[config.mk]
export PLATFORM = sky130hd
export DESIGN_NAME = mtm_alu_cmd_serializer
export DESIGN_NICKNAME = d
export VERILOG_FILES = /design/src/rtl/mtm_alu_cmd_serializer.sv
export SDC_FILE = /design/constraint.sdc
export NUM_CORES = 1
export LEC_CHECK = 0
export CAP_MARGIN = 20
export CORE_AREA = 2 2 93 95
export CTS_BUF_LIST = sky130_fd_sc_hd__clkbuf_16
export CTS_CLUSTER_DIAMETER = 120
export DETAILED_ROUTE_END_ITERATION = 6
export DIE_AREA = 0 0 95 97
export GPL_TIMING_DRIVEN = 1
export PLACE_DENSITY_LB_ADDON = 0.08
export SLEW_MARGIN = 10
export SYNTH_ARGS = -nofsm -noshare
export SYNTH_HDL_FRONTEND = slang
export SYNTH_SLANG_ARGS = --single-unit
[constraint.sdc]
create_clock -name clk -period 7.55 [get_ports clk]
set_clock_uncertainty 0.2 [all_clocks]
set_input_delay 2.265 -clock clk [delete_from_list [all_inputs] [get_ports clk]]
set_output_delay 2.265 -clock clk [all_outputs]
set_load 0.005 [all_outputs]
[src/rtl/mtm_alu_cmd_serializer.sv]
// mtm_alu_cmd_serializer
//   Drives one mtm_Alu command onto the ALU serial input: eight data frames
//   (B bytes then A bytes, MSB byte first) followed by a CMD frame carrying
//   {0, op, crc4}. Each frame is start(0), type, 8 payload bits MSB first,
//   and stop(1).
// Ports:
//   clk, rst_n   : clock, synchronous active-low reset
//   a_i, b_i     : operands, captured at accept
//   op_i         : opcode, captured at accept
//   crc_flip_i   : when 1 at accept, CRC bit 0 is sent inverted
//   valid_i      : command request
//   ready_o      : idle, a command is accepted on this edge if valid_i
//   sin_o        : registered serial line, idles high
//   done_o       : pulse coincident with the CMD stop bit
module mtm_alu_cmd_serializer (
  input  logic        clk,
  input  logic        rst_n,
  input  logic [31:0] a_i,
  input  logic [31:0] b_i,
  input  logic [2:0]  op_i,
  input  logic        crc_flip_i,
  input  logic        valid_i,
  output logic        ready_o,
  output logic        sin_o,
  output logic        done_o
);

  typedef enum logic [2:0] {
    S_IDLE, S_START, S_TYPE, S_PAYLOAD, S_STOP
  } state_t;

  state_t      state_q, state_d;
  logic [3:0]  frame_q, frame_d;
  logic [2:0]  bit_q, bit_d;
  logic [31:0] a_q, b_q;
  logic [2:0]  op_q;
  logic [3:0]  crc_q;
  logic        sin_q, sin_d;
  logic        done_q, done_d;
  logic [7:0]  payload;
  logic        accept;

  // Serial CRC4 (x^4+x+1, init 0) over {B, A, 1'b1, op}, MSB first.
  function automatic logic [3:0] crc4(input logic [67:0] msg);
    logic [3:0] c;
    logic       fb;
    c = 4'b0000;
    for (int i = 67; i >= 0; i--) begin
      fb = c[3] ^ msg[i];
      c  = {c[2:0], 1'b0} ^ (fb ? 4'b0011 : 4'b0000);
    end
    return c;
  endfunction

  assign ready_o = (state_q == S_IDLE);
  assign accept  = valid_i && ready_o;
  assign sin_o   = sin_q;
  assign done_o  = done_q;

  // Command capture; the transmitted CRC already includes the flip.
  always_ff @(posedge clk) begin
    if (!rst_n) begin
      a_q   <= '0;
      b_q   <= '0;
      op_q  <= '0;
      crc_q <= '0;
    end else if (accept) begin
      a_q   <= a_i;
      b_q   <= b_i;
      op_q  <= op_i;
      crc_q <= crc4({b_i, a_i, 1'b1, op_i}) ^ {3'b000, crc_flip_i};
    end
  end

  // State register
  always_ff @(posedge clk) begin
    if (!rst_n) begin
      state_q <= S_IDLE;
      frame_q <= '0;
      bit_q   <= '0;
    end else begin
      state_q <= state_d;
      frame_q <= frame_d;
      bit_q   <= bit_d;
    end
  end

  // Next-state logic
  always_comb begin
    state_d = state_q;
    frame_d = frame_q;
    bit_d   = bit_q;
    case (state_q)
      S_IDLE: begin
        if (accept) begin
          state_d = S_START;
          frame_d = '0;
          bit_d   = '0;
        end
      end
      S_START: state_d = S_TYPE;
      S_TYPE: begin
        state_d = S_PAYLOAD;
        bit_d   = '0;
      end
      S_PAYLOAD: begin
        if (bit_q == 3'd7) begin
          state_d = S_STOP;
          bit_d   = '0;
        end else begin
          bit_d = bit_q + 3'd1;
        end
      end
      S_STOP: begin
        if (frame_q < 4'd8) begin
          state_d = S_START;
          frame_d = frame_q + 4'd1;
        end else begin
          state_d = S_IDLE;
          frame_d = '0;
        end
      end
      default: begin
        state_d = S_IDLE;
        frame_d = '0;
        bit_d   = '0;
      end
    endcase
  end

  // Payload byte of the current frame
  always_comb begin
    payload = 8'h00;
    case (frame_q)
      4'd0:    payload = b_q[31:24];
      4'd1:    payload = b_q[23:16];
      4'd2:    payload = b_q[15:8];
      4'd3:    payload = b_q[7:0];
      4'd4:    payload = a_q[31:24];
      4'd5:    payload = a_q[23:16];
      4'd6:    payload = a_q[15:8];
      4'd7:    payload = a_q[7:0];
      default: payload = {1'b0, op_q, crc_q};
    endcase
  end

  // Output logic. sin/done are registered, so the line lags the state by
  // one cycle: the accept cycle itself still shows idle-high.
  always_comb begin
    sin_d  = 1'b1;
    done_d = 1'b0;
    case (state_q)
      S_IDLE:    sin_d = 1'b1;
      S_START:   sin_d = 1'b0;
      S_TYPE:    sin_d = (frame_q == 4'd8);
      S_PAYLOAD: sin_d = payload[3'd7 - bit_q];
      S_STOP: begin
        sin_d  = 1'b1;
        done_d = (frame_q == 4'd8);
      end
      default:   sin_d = 1'b1;
    endcase
  end

  always_ff @(posedge clk) begin
    if (!rst_n) begin
      sin_q  <= 1'b1;
      done_q <= 1'b0;
    end else begin
      sin_q  <= sin_d;
      done_q <= done_d;
    end
  end

endmodule

# Word level (Yosys, flattened, before mapping)
# Cells that the tools add are included.
[word_totals]
reg_bits = 83
inputBits = 71
output_inout_bits = 3
word_cells = 256
[classes]
add_sub_neg = 3
magnitude_cmp = 2
eq_ne = 15
n_mux = 82
bitwise = 136
n_reduce_logical = 9
[ops]
columns = ["op", "n"]
rows = [
  ["4-bit by 2-bit bitwise XOR with 4-bit output", 66],
  ["2-bit 2-to-1 mux", 68],
  ["8-bit one-hot mux with 8 select lines", 1],
  ["1-bit bitwise XOR", 64],
  ["4-bit by 3-bit equality test with 1-bit output, second input constant", 4],
  ["3-bit one-hot mux with 5 select lines", 1],
  ["3-bit 2-to-1 mux", 4],
  ["4-bit one-hot mux with 3 select lines", 1],
  ["3-bit one-hot mux with 3 select lines", 1],
  ["4-bit by 2-bit equality test with 1-bit output, second input constant", 2],
  ["4-bit 2-to-1 mux", 2],
  ["2-bit AND reduction", 4],
  ["3-bit by 2-bit equality test with 1-bit output, second input constant", 2],
  ["3-bit equality test, second input constant", 2],
  ["4-bit by 1-bit adder with 4-bit output, second input constant", 1],
  ["4-bit by 1-bit equality test with 1-bit output, second input constant", 1],
  ["4-bit equality test, second input constant", 1],
  ["4-bit zero test", 1],
  ["3-bit by 4-bit less-than comparator with 1-bit output, second input constant", 1],
  ["4-bit less-than comparator, second input constant", 1],
  ["4-bit by 1-bit bitwise XOR with 4-bit output", 1],
  ["3-bit by 1-bit adder with 3-bit output, second input constant", 1],
  ["1-bit binary-select mux with 3-bit select", 1],
  ["3-bit by 1-bit equality test with 1-bit output, second input constant", 1],
  ["12 further kinds", 15],
]

# Longest topological paths before layout
# Gate-level depths: netlist (run 1).
[logic_depth]
depth_word = 199
mapped_depth = 13
ltp_nobuf = 11

# Worst setup path after synthesis (run 1)
# Ideal clock, no wire load.
[synth_path]
path_kind = "input -> register"
start = "in b_i[18]"
end = "reg crc_q[0]"
setup_time_ns = 0.070
arrival_time_ns = 4.572
required_ns = 7.280
slack_ns = 2.707
path_stages = 9
path_buffers = 0
path_cell_list = "xnor2_1 xnor3_2 xnor3_2 xnor2_2 xnor3_2 xnor2_1 xnor2_1 nand2_1 a21oi_1"
[synth_via]
elab_chain_len = 93
word_cells_on_any_way = 153
classes_between = "mux (49); bitwise (104)"
[synth_lines]
columns = ["element", "line", "text"]
rows = [
  ["from (decl)", "19", "input logic [31:0] b_i,"],
  ["1-bit bitwise XOR (*)", "49", "fb = c[3] ^ msg[i];"],
  ["2-bit 2-to-1 mux (*)", "50", "c = {c[2:0], 1'b0} ^ (fb ? 4'b0011 : 4'b0000);"],
  ["4-bit by 2-bit bitwise XOR with 4-bit output (*) (3 in series)", "50", ""],
  ["1-bit bitwise XOR", "49", ""],
  ["2-bit 2-to-1 mux", "50", ""],
  ["4-bit by 2-bit bitwise XOR with 4-bit output (*) (3 in series)", "50", ""],
  ["1-bit bitwise XOR", "49", ""],
  ["2-bit 2-to-1 mux", "50", ""],
  ["[69 not listed]", "n/a", ""],
  ["2-bit 2-to-1 mux", "50", ""],
  ["4-bit by 2-bit bitwise XOR with 4-bit output (*) (3 in series)", "50", ""],
  ["2-bit 2-to-1 mux", "50", ""],
  ["4-bit by 2-bit bitwise XOR with 4-bit output (*) (3 in series)", "50", ""],
  ["1-bit bitwise XOR (*)", "49", ""],
  ["2-bit 2-to-1 mux (*)", "50", ""],
  ["4-bit by 2-bit bitwise XOR with 4-bit output (*)", "50", ""],
  ["4-bit by 1-bit bitwise XOR with 4-bit output (*)", "71", "crc_q <= crc4({b_i, a_i, 1'b1, op_i}) ^ {3'b000, crc_flip_i};"],
  ["to (signal assigned)", "71", ""],
  ["to (decl)", "37", "logic [3:0] crc_q;"],
]
# Every way passes the cells marked *; elsewhere a longest branch is shown, timed or not.
# A chain may end at the register's enable or synchronous reset.

# Final worst setup path (run 1)
[layout_path]
start = "in b_i[13]"
end = "reg crc_q[0]"
[layout_via]
elab_chain_len = 85
word_cells_on_any_way = 138
classes_between = "mux (44); bitwise (94)"
[layout_lines]
columns = ["element", "line"]
rows = [
  ["1-bit bitwise XOR (*)", "49"],
  ["2-bit 2-to-1 mux (*)", "50"],
  ["4-bit by 2-bit bitwise XOR with 4-bit output (*) (3 in series)", "50"],
  ["1-bit bitwise XOR", "49"],
  ["2-bit 2-to-1 mux", "50"],
  ["4-bit by 2-bit bitwise XOR with 4-bit output (*) (3 in series)", "50"],
  ["1-bit bitwise XOR", "49"],
  ["2-bit 2-to-1 mux", "50"],
  ["[60 not listed]", "n/a"],
  ["4-bit by 2-bit bitwise XOR with 4-bit output (*) (3 in series)", "50"],
  ["1-bit bitwise XOR", "49"],
  ["2-bit 2-to-1 mux", "50"],
  ["4-bit by 2-bit bitwise XOR with 4-bit output (*) (4 in series)", "50"],
  ["1-bit bitwise XOR (*)", "49"],
  ["2-bit 2-to-1 mux (*)", "50"],
  ["4-bit by 2-bit bitwise XOR with 4-bit output (*)", "50"],
  ["4-bit by 1-bit bitwise XOR with 4-bit output (*)", "71"],
]
# Marked as above.

==> metrics, run 1 <==
run status complete, no violations; number of post-CTS setup repair buffers 0; Worst Path Max Fanout 3; max_cap viols 0; worst hold-check slack 0.2543 ns; internal power summed over all cells 1.149 mW; aggregate global routing overflow 0; Post-route DRC 0; final-report setup violation count 0; met3 wire length 884 µm; count of routing violations after the opening detailed-route iteration 394; global-route wire length before repair 21.24 mm; post-synthesis average cell area between 8 and 9 µm²; number of warnings issued by yosys 0; max-slew violation count 0; async set-or-reset flop fraction in the synthesized netlist 0%; combined global-route utilization of all metal layers a little under a third; power per standard cell area approximately 290 nW/µm²; Seq/Total Area, Yosys 35.65%; clock buffer count from CTS 9; number of nets in the synthesized netlist 640; number of cells upsized or downsized after cts 0; Die Area 9215 µm²; proportion of power drawn by the clock network 27.7%; detail-routed net length per standard cell 18.46 µm; # port buffers 73; fraction of final layout cells with drive strength greater than 1 approximately 4.5%; largest net degree at the start of global routing 82; chip height just under 100 µm; Crit Path Class input port to flip-flop; clock input transition at the sequential cells of the worst setup and hold paths around 0.060 ns; Longest Clk Path Bufs 2; weighted congestion at the end of routability-driven global placement 0.8545; startpoint kind of the worst setup timing path input port; Synth Instances 563; vias after detailed routing between 4000 and 5000; number of distinct library cells after synthesis 45; clk_lat worst skew around 0.34 ns; fin crit period 5.221 ns; quantity of hold-fixing buffers added after cts 0; switching power share of the total 30.77%; Inserted Diodes 0; TritonCTS clock tree built; ratio of final minimum period to clock period 69.15%; Placement Rows 33; register bit total from synthesis 83; start point of the worst min-delay path crc_q[2]; area of the mapped netlist 4661 µm²; Routed met1 length 5.528 mm; Slowest cell on crit path clkdlybuf4s50_1; Vias/cell roughly 5.7; number of enable-type register cells in the synthesized netlist 0; Floorplan Core Area 8134 µm²; worst min path class flip-flop to flip-flop; final cell utilization of the core 70.28%; upper clock frequency limit 0.1915 GHz; Worst-Margin Slew between 0.9 and 1 ns; Flop pwr share just under 30%; routed length on met2 6.476 mm; NumNets Final 689; share of power burned in combinational logic 42.5%; number of endpoints with negative hold slack in the final report 0; Max H-tree Level 3; peak ir drop on the vdd network between 0.3 and 0.4 mV; CP endpoint kind flip-flop; highest routing layer actually used met4; sum of negative setup slack 0 ns; Pleak approximately 2.2 nW; most used cell along the critical path xnor3_2; Pre-Repair DR Iteration Count 5; via count of the first global-routing pass 4177; Die Width 95 µm; ordered list of cells on the worst path clkdlybuf4s50_1, xor2_1, xnor3_2, xnor3_2, xnor2_2, xnor3_2, xnor2_1, xnor2_1, nand2_1, a21oi_1; I/O pin cnt 74; data required time at the worst endpoint ~7.6 ns; number of antenna violations at the first check in global routing 0; effective utilization at floorplan 57.30%; total wire length 13.33 mm; beginning of the critical path b_i[13]; count of nets left with antenna violations after detail routing 0; Critical Path Max Stage Delay 0.55 ns; reported net switching power 510.7 µW; hpwl dp just over 9 mm; unrepaired setup endpoints after global routing false; sink count of the clock tree between 80 and 90; launching point of the worst reg2reg path frame_q[0]; Area Growth Syn to Fin 22.66%; cell chosen for the clock root clkbuf_16; max-slew headroom at the worst pin 34.71%; most common flop cell mapped by yosys dfxtp_1; CP arrival 5.28 ns
[routing by layer]
metal	vias to the layer above	track usage, %
met3	40	6.464
met2	151	49.92
met5	-	0
li1	2013	-
met4	0	10.59
met1	1936	38.72
[kinds of logic after synthesis]
group	share of synthesized area, %
and+or+nand+nor	17.40
AOI/OAI and AO/OA	16.51
xor gates and xnor gates	23.54
DFF	35.65
buffers and inverters	3.705
muxes	1.584
adders and majority gates	1.611
[power by group through the flow]
stage | registers [mW] | clock network, mW | logic, mW
2_1_floorplan | 0.494 | 0 | 0.572
3_3_place_gp | 0.502 | 0 | 0.686
3_5_place_dp | 0.502 | 0 | 0.703
4_1_cts | 0.493 | 0.462 | 0.708
5_1_grt | 0.497 | 0.480 | 0.770
6_report | 0.494 | 0.460 | 0.706
[cell usage in the layout, fill, tap and decap left out, types with 2 or more instances in the layout]
cell type	n
mux2_2	3
clkdlybuf4s50_1	73
inv_1	9
xor2_1	16
buf_4	3
a211oi_1	3
clkbuf_16	9
nand3b_1	2
xnor3_1	15
xnor2_1	55
a31oi_1	4
o21ai_0	4
a221oi_1	5
o211ai_1	2
nor2_1	15
and3_1	2
a21oi_1	83
bufinv_16	2
xnor3_2	3
nand2_1	152
mux2i_1	4
a222oi_1	3
nor3_1	8
nand3_1	13
a22oi_1	15
dfxtp_1	83
ha_1	6
[path summary, 6_finish.rpt]
| path | end | slack, ns | cells after the start |
|---|---|---|---|
| worst min register to register | crc_q[2] | 0.25 | 2 |
| worst min-delay path | crc_q[2] | 0.25 | 2 |
| worst max register to register | sin_o | 4.06 | 10 |
| worst max-delay path | crc_q[0] | 2.33 | 10 |
[metrics by stage]
step	setup WS [ns]	instances	total power, mW	cell area, µm²
floorplan	2.707	563	1.066	4661
global placement	2.071	706	1.188	5406
detailed placement	1.970	706	1.206	5406
CTS	2.316	722	1.663	5717
global route	2.145	722	1.747	5717
finish	2.329	722	1.660	5717
[area by class of cell]
class	instances	area, µm²
fillers	693	2417
repair buffers	76	753.2
well taps	105	131.4
flip-flops and latches	83	1662
multi-input cells	434	2830
clock inverters	7	85.08
inverters	8	30.03
clock buffers	9	225.2
[synth_stat cells, types with 5 or more instances]
library cell	number	area share (%)
a21oi_1	83	8.9
a221oi_1	5	0.94
a22oi_1	15	2.4
clkbuf_1	38	3.1
dfxtp_1	83	36
ha_1	6	1.6
inv_1	7	0.56
nand2_1	153	12
nand3_1	13	1.4
nor2_1	15	1.2
nor3_1	8	0.86
xnor2_1	55	10
xnor3_1	15	7.2
xor2_1	16	3.0
[flip-flops by register name, indices dropped and copies added (netlist names)]
| register | cells |
|---|---|
| state_q | 3 |
| op_q | 3 |
| crc_q | 4 |
| sin_o | 1 |
| done_o | 1 |
| bit_q | 3 |
| frame_q | 4 |
| a_q | 32 |
| b_q | 32 |
[worst max-delay path, delay by kind of cell]
| kind | cells | cell delay, ns |
|---|---|---|
| and+or+nand+nor | 1 | 0.07 |
| AOI/OAI and AO/OA | 1 | 0.17 |
| xor gates and xnor gates | 7 | 2.22 |
| buffers and inverters | 1 | 0.55 |
Note: power is estimated with default switching activity, not from simulation.
==> inputs of run 2 (changes only) <==
--- a/config.mk
+++ b/config.mk
@@ -6,11 +6,11 @@
 export NUM_CORES = 1
 export LEC_CHECK = 0
 export CAP_MARGIN = 20
-export CORE_AREA = 2 2 93 95
+export CORE_AREA = 2 2 101 103
 export CTS_BUF_LIST = sky130_fd_sc_hd__clkbuf_16
 export CTS_CLUSTER_DIAMETER = 120
 export DETAILED_ROUTE_END_ITERATION = 6
-export DIE_AREA = 0 0 95 97
+export DIE_AREA = 0 0 103 105
 export GPL_TIMING_DRIVEN = 1
 export PLACE_DENSITY_LB_ADDON = 0.08
 export SLEW_MARGIN = 10
==> constraint.sdc (replaced) <==
create_clock -name clk -period 4.6 [get_ports clk]
set_clock_uncertainty 0.2 [all_clocks]
set_input_delay 1.38 -clock clk [delete_from_list [all_inputs] [get_ports clk]]
set_output_delay 1.38 -clock clk [all_outputs]
set_load 0.005 [all_outputs]
==> metrics, run 2 (synthesized netlist as in run 1, its figures left out) <==
run status complete, no violations; Storage cell area 1662 µm² (unchanged); clock buffer count from CTS 9 (unchanged); TritonCTS clock tree built; CP arrival 4.29 ns (-0.99 ns); Slowest cell on crit path clkdlybuf4s50_1; proportion of power drawn by the clock network 25.4% (-2.3 points); aggregate global routing overflow 0 (unchanged); fin crit period 4.218 ns; number of endpoints with negative hold slack in the final report 0 (unchanged); Longest Clk Path Bufs 2 (unchanged); effective utilization at floorplan 48.35% (-8.9 points); upper clock frequency limit 0.2371 GHz; via count of the first global-routing pass 4016 (-3.9%); Flop pwr share 30.4% (+0.6 points); final cell utilization of the core 59.92% (-10 points); post-route setup slack 0.3824 ns (-1.947 ns); largest delay contributor family on the critical path XOR/XNOR gates; number of antenna violations at the first check in global routing 0 (unchanged); count of routing violations after the opening detailed-route iteration 255 (-35%); startpoint kind of the worst setup timing path input port; worst min path class flip-flop to flip-flop; largest net degree at the start of global routing 44 (-46%); ordered list of cells on the worst path clkdlybuf4s50_1, xor2_1, xnor3_2, xnor3_2, xnor2_2, xnor3_2, xnor2_1, xnor2_1, nand2_1, a21oi_1; most common cell after layout, fill and taps aside nand2_1; data required time at the worst endpoint 4.68 ns (-2.93 ns); Die Width 103 µm (+8.4%); Vias/cell 5.480 (-4.4%); Pleak 2.174 nW (+0.31%); chip height 105 µm (+8.2%); # port buffers 73 (unchanged); peak ir drop on the vdd network 0.5827 mV (+54%); final-report setup violation count 0 (unchanged); ratio of final minimum period to clock period 91.69%; CP endpoint kind flip-flop; total wire length 13.69 mm (+2.7%); cell depth of the worst hold path 2 (unchanged); switching power share of the total 32.51% (+1.7 points); sum of negative setup slack 0 ns (unchanged); Area Growth Syn to Fin 23.92%; vias after detailed routing 4143 (+0.072%); Worst-Margin Slew 0.8979 ns (-0.06876 ns); Pre-Repair DR Iteration Count 5 (unchanged); fraction of final layout cells with drive strength greater than 1 5.778% (+1.2 points); WP depth 10 (unchanged); fillers 944 (+36%); share of power burned in combinational logic 44.2% (+1.7 points); Placement Rows 36 (+9.1%); multi-input gate area in the final layout 2830 µm² (unchanged); total power after layout 2.659 mW (+60%); internal power summed over all cells 1.794 mW (+56%); Worst Path Max Fanout 2 (-1); combined global-route utilization of all metal layers 25.69% (-4.5 points); unrepaired setup endpoints after global routing false; Inserted Diodes 0 (unchanged); global-route wire length before repair 20.99 mm (-1.2%); hpwl dp 10.02 mm (+7.3%); Post-Place Worst Slack 0.08572 ns (-1.884 ns); quantity of hold-fixing buffers added after cts 0 (unchanged); Worst Reg2Reg Path Length in Cells 10 (unchanged); max-slew headroom at the worst pin 39.35% (+4.6 points); I/O pin cnt 74 (unchanged); clock input transition at the sequential cells of the worst setup and hold paths 0.06 ns (about the same); reported net switching power 864.5 µW (+69%); sink count of the clock tree 83 (unchanged); number of post-CTS setup repair buffers 0 (unchanged); count of nets left with antenna violations after detail routing 0 (unchanged); Die Area 10820 µm² (+17%); Critical Path Max Stage Delay 0.49 ns (-0.06 ns); detail-routed net length per standard cell 18.11 µm (-1.9%); most used cell along the critical path xnor3_2; NumNets Final 695 (+0.87%); Post-route DRC 0 (unchanged); Regs by FF count a_q x32, b_q x32; Max H-tree Level 3 (unchanged); max_cap viols 0 (unchanged); Floorplan Core Area 9639 µm² (+19%); WP buf/inv 1 (unchanged); number of cells upsized or downsized after cts 0 (unchanged); power per standard cell area 460.4 nW/µm² (+59%); cell chosen for the clock root clkbuf_16; max-slew violation count 0 (unchanged); commonest cells after routing, fill and taps aside 152 x nand2_1, 83 x a21oi_1, 83 x dfxtp_1; Crit Path Class input port to flip-flop; weighted congestion at the end of routability-driven global placement 0.8949 (+4.7%); clk_lat worst skew 0.34 ns (about the same)
run 2: cell types whose count changed in the layout (fill, tap and decap cells not counted):
cell	previous run	this run
clkinvlp_4	0	1
inv_1	9	7
buf_4	3	8
buf_12	0	1
inv_6	0	2
bufinv_16	2	0
clkinv_4	1	2
run 2: final timing paths:
path,endpoint,start,slack [ns]
worst max register to register,sin_o,frame_q[0],1.16
worst min register to register,b_q[9],b_q[9],0.26
worst min-delay path,b_q[9],b_q[9],0.26
worst max-delay path,crc_q[0],b_i[15],0.38
run 2: power groups by stage:
stage	clock (mW)	sequential (mW)	combinational [mW]
after floorplan	0	0.811	0.940
after global placement	0	0.823	1.15
after detailed placement	0	0.824	1.17
after CTS	0.682	0.809	1.17
after global routing	0.713	0.814	1.27
final	0.675	0.809	1.17
run 2: cell type report:
type                       instances  area share (%)
inverter                           8          0.5199
multi-input combinational        434           49.00
tap                              133           2.881
sequential                        83           28.77
clock buffer                       9           3.899
timing repair buffer              82           14.04
clock inverter                     7          0.8882
run 2: routing by layer:
layer  up-vias  track usage [%]  share of wire (%)
met5         -                0                  0
met4         0            9.023                2.3
met3        23            3.478                5.2
met2       141            41.51                 48
met1      1958            34.86                 44
li1       2021                -                  -
run 2: worst min-delay path: cells and delay by family, from the launching register on:
family | cells | cell delay, ns
AOI/OAI and AO/OA | 1 | 0.05
DFF | 1 | 0.31
and+or+nand+nor | 1 | 0.05
run 2: through the flow:
stage	hold WS [ns]	instance area, µm²	instances
after floorplan	0.2284	4661	563
after global placement	0.2389	5499	740
after detailed placement	0.2466	5499	740
after CTS	0.2554	5776	756
after global routing	0.2700	5776	756
final	0.2553	5776	756
==> inputs of run 3 (changes only) <==
--- a/config.mk
+++ b/config.mk
@@ -13,7 +13,6 @@
 export DIE_AREA = 0 0 103 105
 export GPL_TIMING_DRIVEN = 1
 export PLACE_DENSITY_LB_ADDON = 0.08
-export SLEW_MARGIN = 10
 export SYNTH_ARGS = -nofsm -noshare
 export SYNTH_HDL_FRONTEND = slang
 export SYNTH_SLANG_ARGS = --single-unit
==> results of run 3 <==
The final DEF is identical to that of run 2; final timing and power are the same.
